<file path="src/rtl/lsu_mem_port.sv">
// LSU memory port: serializes one dequeued LSQ entry into per-lane data-memory
// accesses, gathers in-order load responses and retires with one masked RF write.
module lsu_mem_port #(
   parameter int DATA_WIDTH = 16,
   parameter int ADDR_WIDTH = 8,
   parameter int LANES      = 8
) (
   input  logic                        clk,
   input  logic                        reset,
   input  logic                        req_valid,
   output logic                        req_ready,
   input  logic                        req_is_store,
   input  logic [1:0]                  req_warp_num,
   input  logic [3:0]                  req_dest_reg,
   input  logic [3:0]                  req_threads_mask,
   input  logic [LANES*ADDR_WIDTH-1:0] req_addr,
   input  logic [LANES*DATA_WIDTH-1:0] req_wdata,
   output logic                        mem_req_valid,
   input  logic                        mem_req_ready,
   output logic                        mem_we,
   output logic [ADDR_WIDTH-1:0]       mem_addr,
   output logic [DATA_WIDTH-1:0]       mem_wdata,
   input  logic                        mem_rvalid,
   input  logic [DATA_WIDTH-1:0]       mem_rdata,
   output logic                        rf_write_en,
   output logic [LANES-1:0]            rf_lane_mask,
   output logic [3:0]                  rf_reg_addr,
   output logic [1:0]                  rf_warp_num,
   output logic [LANES*DATA_WIDTH-1:0] rf_write_data,
   output logic                        done_valid,
   output logic [1:0]                  done_warp_num
);

   typedef enum logic [1:0] {IDLE = 2'd0, ISSUE = 2'd1, WAIT = 2'd2, DONE = 2'd3} state_t;

   function automatic logic [2:0] lowest_lane(input logic [LANES-1:0] m);
      logic [2:0] idx;
      idx = 3'd0;
      for (int i = LANES - 1; i >= 0; i--) begin
         if (m[i]) idx = i[2:0];
         else      idx = idx;
      end
      return idx;
   endfunction

   state_t                      state_r, state_nxt_s;
   logic                        is_store_r;
   logic [1:0]                  warp_r;
   logic [3:0]                  dest_r;
   logic [LANES-1:0]            lane_mask_r;
   logic [LANES*ADDR_WIDTH-1:0] addr_r;
   logic [LANES*DATA_WIDTH-1:0] wdata_r;
   logic [LANES*DATA_WIDTH-1:0] buf_r;
   logic [LANES-1:0]            issue_pend_r, resp_pend_r;
   logic [3:0]                  outstanding_r;

   logic [LANES-1:0]            req_lane_mask_s;
   logic [2:0]                  issue_ptr_s, resp_ptr_s;
   logic                        accept_s, issue_hs_s, issue_ld_s, resp_hs_s, rf_en_s;
   logic [LANES-1:0]            issue_pend_nxt_s, resp_pend_nxt_s;

   assign issue_ptr_s = lowest_lane(issue_pend_r);
   assign resp_ptr_s  = lowest_lane(resp_pend_r);
   assign accept_s    = (state_r == IDLE) && req_valid;
   assign issue_hs_s  = (state_r == ISSUE) && mem_req_ready;
   assign issue_ld_s  = issue_hs_s && !is_store_r;
   // Responses only count while a load request is actually in flight.
   assign resp_hs_s   = ((state_r == ISSUE) || (state_r == WAIT)) && !is_store_r
                        && mem_rvalid && (outstanding_r != 4'd0);
   assign rf_en_s     = (state_r == DONE) && !is_store_r && (lane_mask_r != {LANES{1'b0}});

   // Thread-mask expansion and pending-lane bookkeeping
   always_comb begin
      req_lane_mask_s = '0;
      for (int i = 0; i < LANES / 2; i++) begin
         req_lane_mask_s[2*i +: 2] = {2{req_threads_mask[i]}};
      end
      if (issue_hs_s) issue_pend_nxt_s = issue_pend_r & ~({{(LANES-1){1'b0}}, 1'b1} << issue_ptr_s);
      else            issue_pend_nxt_s = issue_pend_r;
      if (resp_hs_s)  resp_pend_nxt_s  = resp_pend_r & ~({{(LANES-1){1'b0}}, 1'b1} << resp_ptr_s);
      else            resp_pend_nxt_s  = resp_pend_r;
   end

   // Next-state logic
   always_comb begin
      state_nxt_s = state_r;
      case (state_r)
         IDLE: begin
            if (accept_s) state_nxt_s = (req_lane_mask_s == {LANES{1'b0}}) ? DONE : ISSUE;
            else          state_nxt_s = IDLE;
         end
         ISSUE: begin
            if (issue_hs_s && (issue_pend_nxt_s == {LANES{1'b0}})) begin
               if (is_store_r || (resp_pend_nxt_s == {LANES{1'b0}})) state_nxt_s = DONE;
               else                                                  state_nxt_s = WAIT;
            end else begin
               state_nxt_s = ISSUE;
            end
         end
         WAIT: begin
            if (resp_pend_nxt_s == {LANES{1'b0}}) state_nxt_s = DONE;
            else                                  state_nxt_s = WAIT;
         end
         DONE:    state_nxt_s = IDLE;
         default: state_nxt_s = IDLE;
      endcase
   end

   // State, latched entry, data buffer and outstanding-request counter
   always_ff @(posedge clk or negedge reset) begin
      if (!reset) begin
         state_r       <= IDLE;
         is_store_r    <= 1'b0;
         warp_r        <= 2'd0;
         dest_r        <= 4'd0;
         lane_mask_r   <= '0;
         addr_r        <= '0;
         wdata_r       <= '0;
         buf_r         <= '0;
         issue_pend_r  <= '0;
         resp_pend_r   <= '0;
         outstanding_r <= 4'd0;
      end else begin
         state_r <= state_nxt_s;
         if (accept_s) begin
            is_store_r    <= req_is_store;
            warp_r        <= req_warp_num;
            dest_r        <= req_dest_reg;
            lane_mask_r   <= req_lane_mask_s;
            addr_r        <= req_addr;
            wdata_r       <= req_wdata;
            buf_r         <= '0;
            issue_pend_r  <= req_lane_mask_s;
            resp_pend_r   <= req_is_store ? {LANES{1'b0}} : req_lane_mask_s;
            outstanding_r <= 4'd0;
         end else begin
            issue_pend_r  <= issue_pend_nxt_s;
            resp_pend_r   <= resp_pend_nxt_s;
            outstanding_r <= outstanding_r + {3'd0, issue_ld_s} - {3'd0, resp_hs_s};
            if (resp_hs_s) buf_r[resp_ptr_s*DATA_WIDTH +: DATA_WIDTH] <= mem_rdata;
            else           buf_r <= buf_r;
         end
      end
   end

   // Output decode; everything idles at 0 outside its owning state
   always_comb begin
      req_ready     = (state_r == IDLE) && reset;
      mem_req_valid = 1'b0;
      mem_we        = 1'b0;
      mem_addr      = '0;
      mem_wdata     = '0;
      rf_write_en   = 1'b0;
      rf_lane_mask  = '0;
      rf_reg_addr   = 4'd0;
      rf_warp_num   = 2'd0;
      rf_write_data = '0;
      done_valid    = 1'b0;
      done_warp_num = 2'd0;
      if (state_r == ISSUE) begin
         mem_req_valid = 1'b1;
         mem_we        = is_store_r;
         mem_addr      = addr_r[issue_ptr_s*ADDR_WIDTH +: ADDR_WIDTH];
         mem_wdata     = wdata_r[issue_ptr_s*DATA_WIDTH +: DATA_WIDTH];
      end else begin
         mem_req_valid = 1'b0;
      end
      if (state_r == DONE) begin
         done_valid    = 1'b1;
         done_warp_num = warp_r;
      end else begin
         done_valid    = 1'b0;
      end
      if (rf_en_s) begin
         rf_write_en   = 1'b1;
         rf_lane_mask  = lane_mask_r;
         rf_reg_addr   = dest_r;
         rf_warp_num   = warp_r;
         rf_write_data = buf_r;
      end else begin
         rf_write_en   = 1'b0;
      end
   end

endmodule

</file>
<file path="config.mk">
export PLATFORM = sky130hd
export DESIGN_NAME = lsu_mem_port
export DESIGN_NICKNAME = d
export VERILOG_FILES = /design/src/rtl/lsu_mem_port.sv
export SDC_FILE = /design/constraint.sdc
export NUM_CORES = 1
export LEC_CHECK = 0
export ABC_CLOCK_PERIOD_IN_PS = 3200
export CAP_MARGIN = 20
export CORE_MARGIN = 2
export CORE_UTILIZATION = 45
export CTS_CLUSTER_SIZE = 40
export DETAILED_ROUTE_END_ITERATION = 10
export GPL_ROUTABILITY_DRIVEN = 0
export PLACE_DENSITY = 0.78
export SLEW_MARGIN = 20
export SYNTH_ARGS = -nofsm -noshare
export SYNTH_HDL_FRONTEND = slang
export SYNTH_SLANG_ARGS = --single-unit
</file>
<file path="constraint.sdc">
create_clock -name clk -period 3.2 [get_ports clk]
set_input_delay 0.48 -clock clk [delete_from_list [all_inputs] [get_ports clk]]
set_output_delay 0.48 -clock clk [all_outputs]
set_load 0.005 [all_outputs]
</file>
==> impl_metrics.ini <==
[outcome]
status = finished with violations
violations = setup timing

[global_route]
grt_overflow = 0
grt_antenna_before_repair = 1
grt_usage = 0.2729
grt_pass1_wl_um = 82360
grt_max_degree = 150
first_global_vias = 14690

[clocking]
cts_tree = yes
clock_path_buffers = 3
cts_sinks = 353
clockRootBuffer = clkbuf_16
numCtsBuffers = 36
path_clk_slew_ps = 60
clk_latency_ps = 520
cts_max_level = 2

[detailed_routing]
initialDrtViolationCount = 1367
drt_pass1_iterations = 5
vias_per_cell = 5.618
drcViolationCount = 0
ant_nets = 0
routedWlPerCell_um = 20.40
finalWirelength_um = 53980
vias = 14870

[yosys]
synth_xor_area_frac = 0.001059
yosysTopAreaCellShare = 0.5340
async_flop_share = 1.000
syn_area_um2 = 16540
synth_area_leader_cell = dfrtp_1
synth_top_family_by_area = simple AND/OR/NAND/NOR gates
synth_edf_count = 0
ys_seq_elements = 353
synth-seq-area-share = 0.5340
synth.distinct_cells = 63
syn_area_per_cell_um2 = 9.336
ys_warn_count = 0
synth_ff_type = dfrtp_1
synthesis.nets = 2012
synth-compound-area-share = 0.1398
netlist_instances = 1772
synth.area.top_cells = dfrtp_1 53%, nand2_1 14%, a22o_1 5.8%, and2_1 5.4%, mux2_2 3.3%
yosys.area_share.simple = 0.2398
synth_mux_area_frac = 0.03328
yosys.area_share.adder = 0.01376

[floorplanning]
fp.dieW_um = 195.7
dieArea_um2 = 38310
pin_count = 397
num_rows = 70
core_area_um2 = 36430
start_util = 0.4541
die_height_um = 195.7

[timing]
fin_skew_ps = 15.16
slew-limit-headroom = 0.3418
tns_ps = -124.7
layout_setup_ws_ps = -73.88
fmax_ghz = 0.3054
rsz0062_at_grt = yes
final_max_slew_viol_count = 0
period_needed_ps = 3274
period_share = 1.023
setup_viol = 4
hold_viol_final = 0
worst_slew_pin_slew_ps = 984.2

[pwr]
ir_worst_vdd_v = 0.0005426
p_leak_nw = 10.83
pwr_density_cell_nw_per_um2 = 913.3
p_total_mw = 20.97

[hold_path]
min_path_type = input pin to asynchronous set/reset pin

[place]
io_buffer_count = 396
dp_slack_ps = 84.19
dp_hpwl_um = 35610
place_inst = 2547

[cells_and_area]
area_growth_pct = 38.81
diodes = 0
drive_above_1_share = 0.1180
utilization = 0.6303
final_cell_mix = 626 x nand2_1, 372 x clkdlybuf4s50_1, 350 x dfrtp_1, 143 x and2_1, 110 x a22o_1
fin_cells = 2646
final_common_cell = nand2_1
finalNetCount = 2395

[worst_setup_path]
critical_path_class = flip-flop to primary output
arrival_ps = 2790
crit_path_cell_trace = or2_1 -> nor3b_4 -> buf_4 -> o21bai_4 -> o21ai_0 -> o22ai_1 -> clkdlybuf4s50_1
end_kind = primary output
crit_path_start_kind = flip-flop
cp.required_ps = 2720
critPathSlowestCell = clkdlybuf4s50_1
crit_fanout = 12
cpPeakStageDelay_ps = 520

[run]
maxCapViolCount = 0
[sequential cells by signal, summed over array words and instances, names as in the netlist]
signal and count:
buf_r 128, is_store_r 1, state_r 2, issue_pend_r 8, wdata_r 128, outstanding_r 4
resp_pend_r 8, addr_r 64, warp_r 2, dest_r 4, lane_mask_r 4
[layer usage]
metal  track usage  part of all wire  vias to the layer above
met5             0           0.00028                        -
met4        0.1002             0.037                        2
met3       0.05037             0.084                      134
met2        0.4463              0.47                      840
met1        0.3655              0.41                     7173
li1              -                 -                     6717
[cell type report]
class	instances	area (µm²)
Clock buffer	51	1049
Sequential cell	353	8837
Clock inverter	10	130.1
Timing Repair Buffer	479	4906
Inverter	17	63.81
Tap cell	468	585.6
Fill cell	2845	13470
Multi-Input combinational cell	1268	7393
[worst max-delay path, delay by kind of cell (launching register included)]
kind / cells / cell delay (ps)
AOI/OAI and AO/OA: 3 / 750
buffers and inverters: 2 / 690
DFF: 1 / 430
and+or+nand+nor: 2 / 400
[Yosys cell counts (3+ instances only)]
library cell / instances
nand2_1: 627
dfrtp_1: 353
and2_1: 144
a22o_1: 110
clkbuf_1: 100
o21ai_0: 71
mux2_2: 48
o22ai_1: 48
buf_2: 27
nor2b_1: 26
a21oi_1: 25
a221oi_1: 24
nand3_1: 24
inv_1: 17
ha_1: 15
nor2_1: 14
o211ai_1: 7
buf_4: 6
nand4_1: 4
nor3_1: 4
nor3_2: 4
o41ai_1: 4
a31oi_1: 3
a32o_1: 3
and3b_1: 3
nand2b_1: 3
o21ai_1: 3
or2_2: 3
[worst paths after layout]
check	startpoint	to	slack, ps	depth (start not counted)
max reg2reg	resp_pend_r[6]$_DFF_PN0_	buf_r[103]$_DFFE_PN0P_	300	10
max in group asynchronous	reset	wdata_r[38]$_DFFE_PN0P_	1610	3
max	issue_pend_r[2]$_DFF_PN0_	mem_wdata[6]	-70	7
min reg2reg	wdata_r[84]$_DFFE_PN0P_	wdata_r[84]$_DFFE_PN0P_	470	2
min in group clk	wdata_r[84]$_DFFE_PN0P_	wdata_r[84]$_DFFE_PN0P_	470	2
min	reset	issue_pend_r[7]$_DFF_PN0_	420	2
[stage by stage]
step,cell area [µm²],hold slack [ps]
final,22960,423.3
after global routing,22960,436.4
after CTS,22590,400.9
after detailed placement,21090,348.9
after global placement,21090,344.3
after floorplan,16550,184.4
[kinds of logic (layout without fill, tap and decap cells)]
logic type,count (synthesis),in the layout
fa+ha+maj,18,18
mux,49,49
xor+xnor,2,2
buf+inv,152,557
simple gates,880,880
compound gates,318,319
flops,353,353
[repair_timing]
item	CTS	global route
endpoints found under the setup margin	28	94
setup buffers	8	21
pin swaps	5	9
hold endpoints to repair	22	0
cloned	4	4
resized for setup	57	44
hold buffers	1	0
[power breakdown]
| group | switching, mW | total [mW] | internal, mW |
|---|---|---|---|
| registers | 1.11 | 7.16 | 6.05 |
| clock network | 1.75 | 4.27 | 2.52 |
| logic | 5.37 | 9.54 | 4.17 |
No activity file was read; power rests on OpenSTA's default activity.
